$ cat src/rtl/if_fetch_stage.sv
// -----------------------------------------------------------------------------
// if_fetch_stage
//   Instruction-fetch stage of a 5-stage MIPS pipeline. Owns the PC register
//   and next-PC selection, talks to a variable-latency instruction memory over
//   a req/ack handshake, and presents PC_F / Instruction_F to the IF/ID
//   register.
//
// Ports
//   clk, reset        : clock, asynchronous active-high reset
//   En_F              : 1 = IF/ID loads this cycle, 0 = stall
//   NPC_Sel           : 00 PC+4, 01 branch, 10 j/jal, 11 jr (from D)
//   Branch_Taken      : branch condition from D (used when NPC_Sel=01)
//   Branch_Target_D   : branch target computed in D
//   Jump_Index_D      : instr_index field of j/jal
//   PC_D              : PC of the instruction in D
//   RS_Value_D        : forwarded GPR[rs] for jr
//   im_req / im_addr  : instruction memory request and word index
//   im_rdata / im_ack : returned word and its one-cycle completion pulse
//   PC_F              : PC of the instruction being presented
//   Instruction_F     : fetched word, 0 (nop) when Valid_F=0
//   Valid_F           : Instruction_F holds a real instruction
//
// Handshake: im_req stays high with a stable im_addr while in ST_REQ; the
// cycle in which im_ack=1 completes the request and im_rdata is valid only in
// that cycle. im_ack outside ST_REQ is ignored.
// -----------------------------------------------------------------------------
module if_fetch_stage #(
  parameter logic [31:0] RESET_PC = 32'h0000_3000,
  parameter int          ADDR_W   = 12
) (
  input  logic              clk,
  input  logic              reset,
  input  logic              En_F,
  input  logic [1:0]        NPC_Sel,
  input  logic              Branch_Taken,
  input  logic [31:0]       Branch_Target_D,
  input  logic [25:0]       Jump_Index_D,
  input  logic [31:0]       PC_D,
  input  logic [31:0]       RS_Value_D,
  output logic              im_req,
  output logic [ADDR_W-1:0] im_addr,
  input  logic [31:0]       im_rdata,
  input  logic              im_ack,
  output logic [31:0]       PC_F,
  output logic [31:0]       Instruction_F,
  output logic              Valid_F
);

  localparam logic [0:0] ST_REQ  = 1'b0;
  localparam logic [0:0] ST_HAVE = 1'b1;

  logic [0:0]  state_q, state_d;
  logic [31:0] pc_q, pc_d;
  logic [31:0] buf_q, buf_d;
  logic        buf_valid_q, buf_valid_d;
  logic [31:0] pend_target_q, pend_target_d;
  logic        pend_valid_q, pend_valid_d;

  logic        ack_live;
  logic        live_redirect;
  logic [31:0] live_target;
  logic [31:0] npc;
  logic [31:0] pc_offset;

  // An ack only counts while a request is outstanding.
  assign ack_live = (state_q == ST_REQ) && im_ack;

  assign Valid_F       = buf_valid_q | ack_live;
  assign Instruction_F = buf_valid_q ? buf_q : (ack_live ? im_rdata : 32'h0);
  assign PC_F          = pc_q;
  assign im_req        = (state_q == ST_REQ);

  // Word index relative to the memory base; wraps modulo 2^ADDR_W.
  assign pc_offset = pc_q - RESET_PC;
  assign im_addr   = pc_offset[ADDR_W+1:2];

  always_comb begin
    live_redirect = 1'b0;
    live_target   = pc_q + 32'd4;
    case (NPC_Sel)
      2'b01: begin
        live_redirect = Branch_Taken;
        if (Branch_Taken) live_target = Branch_Target_D;
      end
      2'b10: begin
        live_redirect = 1'b1;
        live_target   = {PC_D[31:28], Jump_Index_D, 2'b00};
      end
      2'b11: begin
        live_redirect = 1'b1;
        live_target   = {RS_Value_D[31:2], 2'b00};
      end
      default: ;
    endcase
  end

  // A remembered redirect wins over whatever D presents now.
  assign npc = pend_valid_q ? pend_target_q : live_target;

  always_comb begin
    state_d       = state_q;
    pc_d          = pc_q;
    buf_d         = buf_q;
    buf_valid_d   = buf_valid_q;
    pend_target_d = pend_target_q;
    pend_valid_d  = pend_valid_q;

    if (Valid_F && En_F) begin
      pc_d         = npc;
      buf_valid_d  = 1'b0;
      state_d      = ST_REQ;
      pend_valid_d = 1'b0;
    end else if (Valid_F) begin
      // Stall: park a freshly acked word so IF/ID sees it unchanged.
      if (ack_live) begin
        buf_d       = im_rdata;
        buf_valid_d = 1'b1;
        state_d     = ST_HAVE;
      end
    end else if (En_F && live_redirect && !pend_valid_q) begin
      // The jump leaves D while its delay slot is still being fetched;
      // keep the target so the advance after the delay slot uses it.
      pend_target_d = live_target;
      pend_valid_d  = 1'b1;
    end
  end

  always_ff @(posedge clk or posedge reset) begin
    if (reset) begin
      state_q       <= ST_REQ;
      pc_q          <= RESET_PC;
      buf_q         <= 32'h0;
      buf_valid_q   <= 1'b0;
      pend_target_q <= 32'h0;
      pend_valid_q  <= 1'b0;
    end else begin
      state_q       <= state_d;
      pc_q          <= pc_d;
      buf_q         <= buf_d;
      buf_valid_q   <= buf_valid_d;
      pend_target_q <= pend_target_d;
      pend_valid_q  <= pend_valid_d;
    end
  end

endmodule
$ cat config.mk
export PLATFORM = sky130hd
export DESIGN_NAME = if_fetch_stage
export DESIGN_NICKNAME = d
export VERILOG_FILES = /design/src/rtl/if_fetch_stage.sv
export SDC_FILE = /design/constraint.sdc
export NUM_CORES = 1
export LEC_CHECK = 0
export ABC_AREA = 1
export CORE_ASPECT_RATIO = 1.75
export CORE_MARGIN = 2
export CORE_UTILIZATION = 27
export DETAILED_ROUTE_END_ITERATION = 8
export SLEW_MARGIN = 20
export SYNTH_ARGS = -nofsm -noshare
export SYNTH_HDL_FRONTEND = slang
export SYNTH_SLANG_ARGS = --single-unit
$ cat constraint.sdc
create_clock -name clk -period 5.2 [get_ports clk]
set_input_delay 1.56 -clock clk [delete_from_list [all_inputs] [get_ports clk]]
set_output_delay 1.56 -clock clk [all_outputs]
set_load 0.03 [all_outputs]
==> results of run 1 <==
[cells in the final DEF (no fill, tap or decap), types with 4 or more instances in the layout]
| cell type | instances |
|---|---|
| buf_4 | 44 |
| clkdlybuf4s50_1 | 176 |
| nand4_1 | 16 |
| a31oi_1 | 4 |
| dfrtp_1 | 96 |
| a22o_1 | 22 |
| o21ai_1 | 7 |
| nor2_2 | 12 |
| o211ai_1 | 5 |
| inv_1 | 115 |
| inv_2 | 4 |
| nand2_1 | 322 |
| nor2_1 | 99 |
| nand3_1 | 61 |
| nand3b_1 | 5 |
| clkbuf_16 | 9 |
| o21ai_0 | 114 |
| a21oi_1 | 29 |
[cell usage after synthesis (2+ instances only)]
cell type / n / share of area
a21oi_1: 29 / 0.022
nor2_2: 12 / 0.012
o211ai_1: 5 / 0.0058
nor2_1: 99 / 0.057
nand3b_1: 5 / 0.0058
inv_2: 4 / 0.0023
xor2_1: 3 / 0.0040
xnor2_1: 3 / 0.0040
ha_1: 2 / 0.0038
nand3_1: 62 / 0.048
nand4_1: 16 / 0.015
buf_4: 10 / 0.012
a22o_1: 22 / 0.030
o22ai_1: 3 / 0.0029
dfstp_2: 2 / 0.0081
a22oi_1: 2 / 0.0023
dfrtp_1: 96 / 0.37
buf_2: 13 / 0.010
a31oi_1: 4 / 0.0038
nand2_1: 322 / 0.19
clkbuf_1: 29 / 0.017
inv_1: 116 / 0.067
o21ai_0: 114 / 0.088
a32oi_1: 2 / 0.0027
buf_1: 3 / 0.0017
o21ai_1: 7 / 0.0054
[sequential cells by signal (all words and copies together), names as in the netlist]
register,count
pend_valid_q,1
buf_q,32
pend_target_q,32
buf_valid_q,1
PC_F,32
[power breakdown]
| group | internal (mW) | leakage (nW) | switching, mW |
|---|---|---|---|
| Sequential | 0.938 | 1.21 | 0.172 |
| Clock | 0.437 | 0.163 | 0.329 |
| Combinational | 0.456 | 2.81 | 0.662 |
[worst reg2reg max path, cell delays in order (launching register included)]
cell	delay, ps
dfrtp_1	510
ha_1	230
nand2_1	140
nor2_2	240
nand2_1	170
nor2_1	260
nand2_1	80
nand2_1	80
nand3_1	70
nand2_1	120
nand4_1	80
nand2_1	110
nand2_1	50
[how the worst max path moves through the flow]
stage	endpoint	slack, ps	depth (start not counted)
2_1_floorplan	PC_F[0]	1080	1
3_3_place_gp	Valid_F	650	4
3_5_place_dp	Valid_F	630	4
4_1_cts	Valid_F	630	4
5_1_grt	Valid_F	600	4
6_report	Valid_F	630	4
[metrics by stage]
step	hold WS (ps)	cells	area [sq um]	setup WS, ps
after detailed placement	465.2	1470	8757	630.5
after global routing	509.9	1486	9084	602.3
after global placement	458.6	1470	8757	652.4
after CTS	484.6	1486	9084	627.3
after floorplan	443.7	997	6509	1081
final	483.9	1486	9084	634.8
[area by class of cell]
cell class	count	area, sq um	area share
multi-input combinational	722	3332	0.3668
tap	308	385.4	0.04242
clock inverter	6	87.58	0.009642
timing repair buffer	222	2132	0.2347
clock buffer	10	239.0	0.02631
sequential	98	2455	0.2702
inverter	120	452.9	0.04986
[kinds of logic after synthesis]
logic type | Yosys count | synth area share
compound gates | 193 | 0.1684
xor+xnor | 6 | 0.008075
fa+ha+maj | 2 | 0.003844
buf+inv | 177 | 0.1117
flops | 98 | 0.3772
simple gates | 521 | 0.3308
[metal layers]
layer  global-route usage  vias to the layer above  part of all wire
met5                    0                        -                 0
met4              0.07491                        0             0.027
met3              0.03832                       35             0.069
met2               0.3351                      272              0.52
met1               0.2074                     3217              0.39
li1                     -                     3534                 -
==> qor.yml, run 1 <==
synth-edff-count: 0
post-route-min-period_ps: 4565
async_flop_share: 1.000
grt_pass1_wl_mm: 36.34
worst_setup_path_start_kind: "input port"
final-max-slew-violation-count: 0
maxCapViolCount: 0
synthDistinctLibCells: 38
yosysSeqAreaShare: 0.3772
grt_max_degree: 65
min_to: "pend_target_q[12]"
gp_congestion: 0.9206
arrival_ps: 3010
max-slew-margin-rel: 0.2943
fill_cells: 2575
port_buffers: 208
max_freq_mhz: 219.0
grt_pass1_vias: 6854
drt_iter0_drc: 445
ctsResizeCount: 0
cp_common_cell: "clkdlybuf4s50_1"
max_slew.worst_pin.slew_ps: 1057
hpwl_mm: 17.17
row_count: 75
area_growth_pct: 39.56
core_sq_um: 23840
worstSetupPathType: "in2out"
slowest_delay_ps: 710
cts_tree: "yes"
end_kind: "output pin"
io_pins: 239
start_util: 0.2731
avgSynthCellArea_sq_um: 6.528
path_buf_inv: 3
vias: 7058
power.total_mw: 2.993
cts_buffers: 9
drcViolationCount: 0
regToRegStartpoint: "PC_F[3]"
num-nets-final: 1336
clock-sinks: 98
synth-main-ff-cell: "dfrtp_1"
ctsHtreeMaxLevel: 3
status: "finished, final reports clean"
hold_buffers: 0
clk_latency_ps: 360
setup_viol: 0
post-route-period-util: 0.8779
rsz0062_at_grt: "no"
drtPass1Iterations: 5
startpoint: "im_ack"
antenna_cells: 0
setup_tns_ps: 0
power.leakage_nw: 4.185
final_util: 0.3811
grt_usage: 0.1848
cp_slowest_cell: "clkdlybuf4s50_1"
hold_violations: 0
synth-seq-cells: 98
min_from: "pend_target_q[12]"
clock_path_buffers: 2
yosysWarnings: 0
crit_family: "buffers and inverters"
r2r_cells: 12
netlist_area_sq_um: 6509
die_h_microns: 209.4
r2r_end: "PC_F[24]"
grt_overflow: 0
dieArea_sq_um: 25410
antenna_found_initial: 0
ant_nets: 0
ff2ff_setup_slack_ps: 2960
postSynthCellCount: 997
power_density_nw_per_um2: 329.5
cp_data_required_time_ps: 3640
cts_setup_buffers: 0
path_clk_slew_ps: 80
irDropWorstVdd_v: 0.0002396
cp_cell_sequence: "clkdlybuf4s50_1 > nor2_4 > inv_2 > clkdlybuf4s50_1"
min_path_type: "reg2reg"
wl_per_cell_microns: 15.75
cts_root_buf: "clkbuf_16"
critPathMaxFanout: 3
hold_depth: 2
finalWirelength_mm: 23.41
syn-num-nets: 1160
fin_skew_ps: 9.602
viasPerCell: 4.750
drive_gt1_frac: 0.07216
fp.dieW_microns: 121.4
Power figures use the tool's default switching activity.
==> inputs of run 2 (changes only) <==
--- a/config.mk
+++ b/config.mk
@@ -10,6 +10,7 @@
 export CORE_MARGIN = 2
 export CORE_UTILIZATION = 27
 export DETAILED_ROUTE_END_ITERATION = 8
+export GPL_TIMING_DRIVEN = 0
 export SLEW_MARGIN = 20
 export SYNTH_ARGS = -nofsm -noshare
 export SYNTH_HDL_FRONTEND = slang
==> run 2 against run 1 <==
  * Sequential cell count stayed put
  * Hold slack worse by 2.1 ps
  * Routed wire length is 14% higher
  * Setup slack worse by 460 ps
  * Clock-buffer cell count is 3 higher
  * Clock power is 14% lower
  * Register-to-register slack worse by 20 ps
  * Sequential share of layout area is 0.53 points lower
  * Cell count is 2.9% higher
  * Clock skew is 3.4 ps higher
  * Via count is 3.6% higher
  * Combinational power is 5% higher
  * Largest cell class unchanged
==> qor.yml, run 2 (synthesis results as in run 1) <==
path_buf_inv: 3
cts_buffers: 9
hold_violations: 0
cp_slowest_cell: "clkdlybuf4s50_1"
cp_common_cell: "clkdlybuf4s50_1"
grt_overflow: 0
gp_congestion: 0.9431
dp.cells: 1513
antenna_cells: 0
worstSetupPathType: "in2out"
setup_viol: 0
grt_pass1_wl_mm: 40.79
post-route-min-period_ps: 5024
final_cell_mix: "nand2_1 (322), clkdlybuf4s50_1 (207), inv_1 (115), o21ai_0 (114), nor2_1 (99)"
clk_latency_ps: 370
wl_per_cell_microns: 17.43
clock_path_buffers: 2
grt_usage: 0.2118
critPathMaxFanout: 10
cp_cell_sequence: "clkdlybuf4s50_1 > nand2_1 > clkbuf_1 > o21ai_0 > clkdlybuf4s50_1"
ctsResizeCount: 0
path_clk_slew_ps: 70
vias: 7311
fp.dieW_microns: 121.4
clock-sinks: 98
min_path_type: "reg2reg"
irDropWorstVdd_v: 0.0001499
power.total_mw: 2.949
power_density_nw_per_um2: 318.2
port_buffers: 207
drive_gt1_frac: 0.04996
final_area_sq_um: 9266
dieArea_sq_um: 25410
final_cells: 1529
grt_pass1_vias: 7313
max-slew-margin-rel: 0.4139
power.leakage_nw: 4.190
final-max-slew-violation-count: 0
max_freq_mhz: 199.1
cts_setup_buffers: 0
num-nets-final: 1379
max_slew.worst_pin.slew_ps: 879.1
worst_setup_path_start_kind: "input port"
crit_family: "buffers and inverters"
io_pins: 239
area_growth_pct: 42.37
layout_commonest_cell: "nand2_1"
die_h_microns: 209.4
core_sq_um: 23840
r2r_cells: 12
viasPerCell: 4.782
arrival_ps: 3460
post-route-period-util: 0.9661
slowest_delay_ps: 720
end_kind: "output pin"
drcViolationCount: 0
hold_depth: 2
maxCapViolCount: 0
crit_cells: 5
hold_buffers: 0
grt_max_degree: 69
start_util: 0.2731
rsz0062_at_grt: "no"
drtPass1Iterations: 5
dpl_cell_area_sq_um: 8999
ant_nets: 0
status: "finished, final reports clean"
drt_iter0_drc: 458
hpwl_mm: 20.90
antenna_found_initial: 0
fin_skew_ps: 12.95
ctsHtreeMaxLevel: 3
finalWirelength_mm: 26.66
row_count: 75
cp_data_required_time_ps: 3640
cts_tree: "yes"
cts_root_buf: "clkbuf_16"
==> run 2: layout make-up <==
| class | count | area [sq um] |
|---|---|---|
| Clock buffer | 13 | 250.2 |
| Fill cell | 2636 | 14570 |
| Tap cell | 308 | 385.4 |
| Sequential cell | 98 | 2455 |
| Inverter | 120 | 455.4 |
| Timing Repair Buffer | 208 | 2100 |
| Clock inverter | 3 | 17.52 |
| Multi-Input combinational cell | 722 | 3327 |
| Buffer | 57 | 276.5 |
==> run 2: layer usage <==
metal  vias up  wire length, microns  GRT usage  share of wire
met5         -                     0          0              0
met4         0                   884    0.08958          0.033
met1      3376                  9959     0.2251           0.37
met2       267                 14120     0.3940           0.53
li1       3619                     -          -              -
met3        49                  1689    0.04728          0.063
==> run 2: path summary, 6_finish.rpt <==
| check | start | endpoint | slack [ps] |
|---|---|---|---|
| max | im_ack | Instruction_F[28] | 180 |
| min | pend_target_q[12] | pend_target_q[12] | 480 |
| max reg2reg | PC_F[2] | PC_F[30] | 2940 |
| min reg2reg | pend_target_q[12] | pend_target_q[12] | 480 |
| max in group asynchronous | reset | PC_F[13] | 2940 |
| min in group asynchronous | reset | PC_F[0] | 1550 |
==> run 2: report_power, final <==
part / switching, mW / internal [mW] / total (mW)
registers: 0.173 / 0.938 / 1.11
clock network: 0.318 / 0.337 / 0.656
logic: 0.693 / 0.489 / 1.18
==> run 2: metrics by stage <==
stage,utilization,setup slack [ps],hold WS [ps],setup TNS [ps]
floorplan,-,1081,443.7,0
global placement,0.3762,-831.1,460.9,-78610
detailed placement,0.3775,159.2,460.0,0
CTS,0.3888,140.9,478.9,0
global route,0.3888,31.85,489.9,0
finish,0.3888,176.4,481.8,0
==> run 2: worst min-delay path: stages, from the launching register on <==
cell and delay [ps]:
dfrtp_1 340, nand2_1 50, nand2_1 50
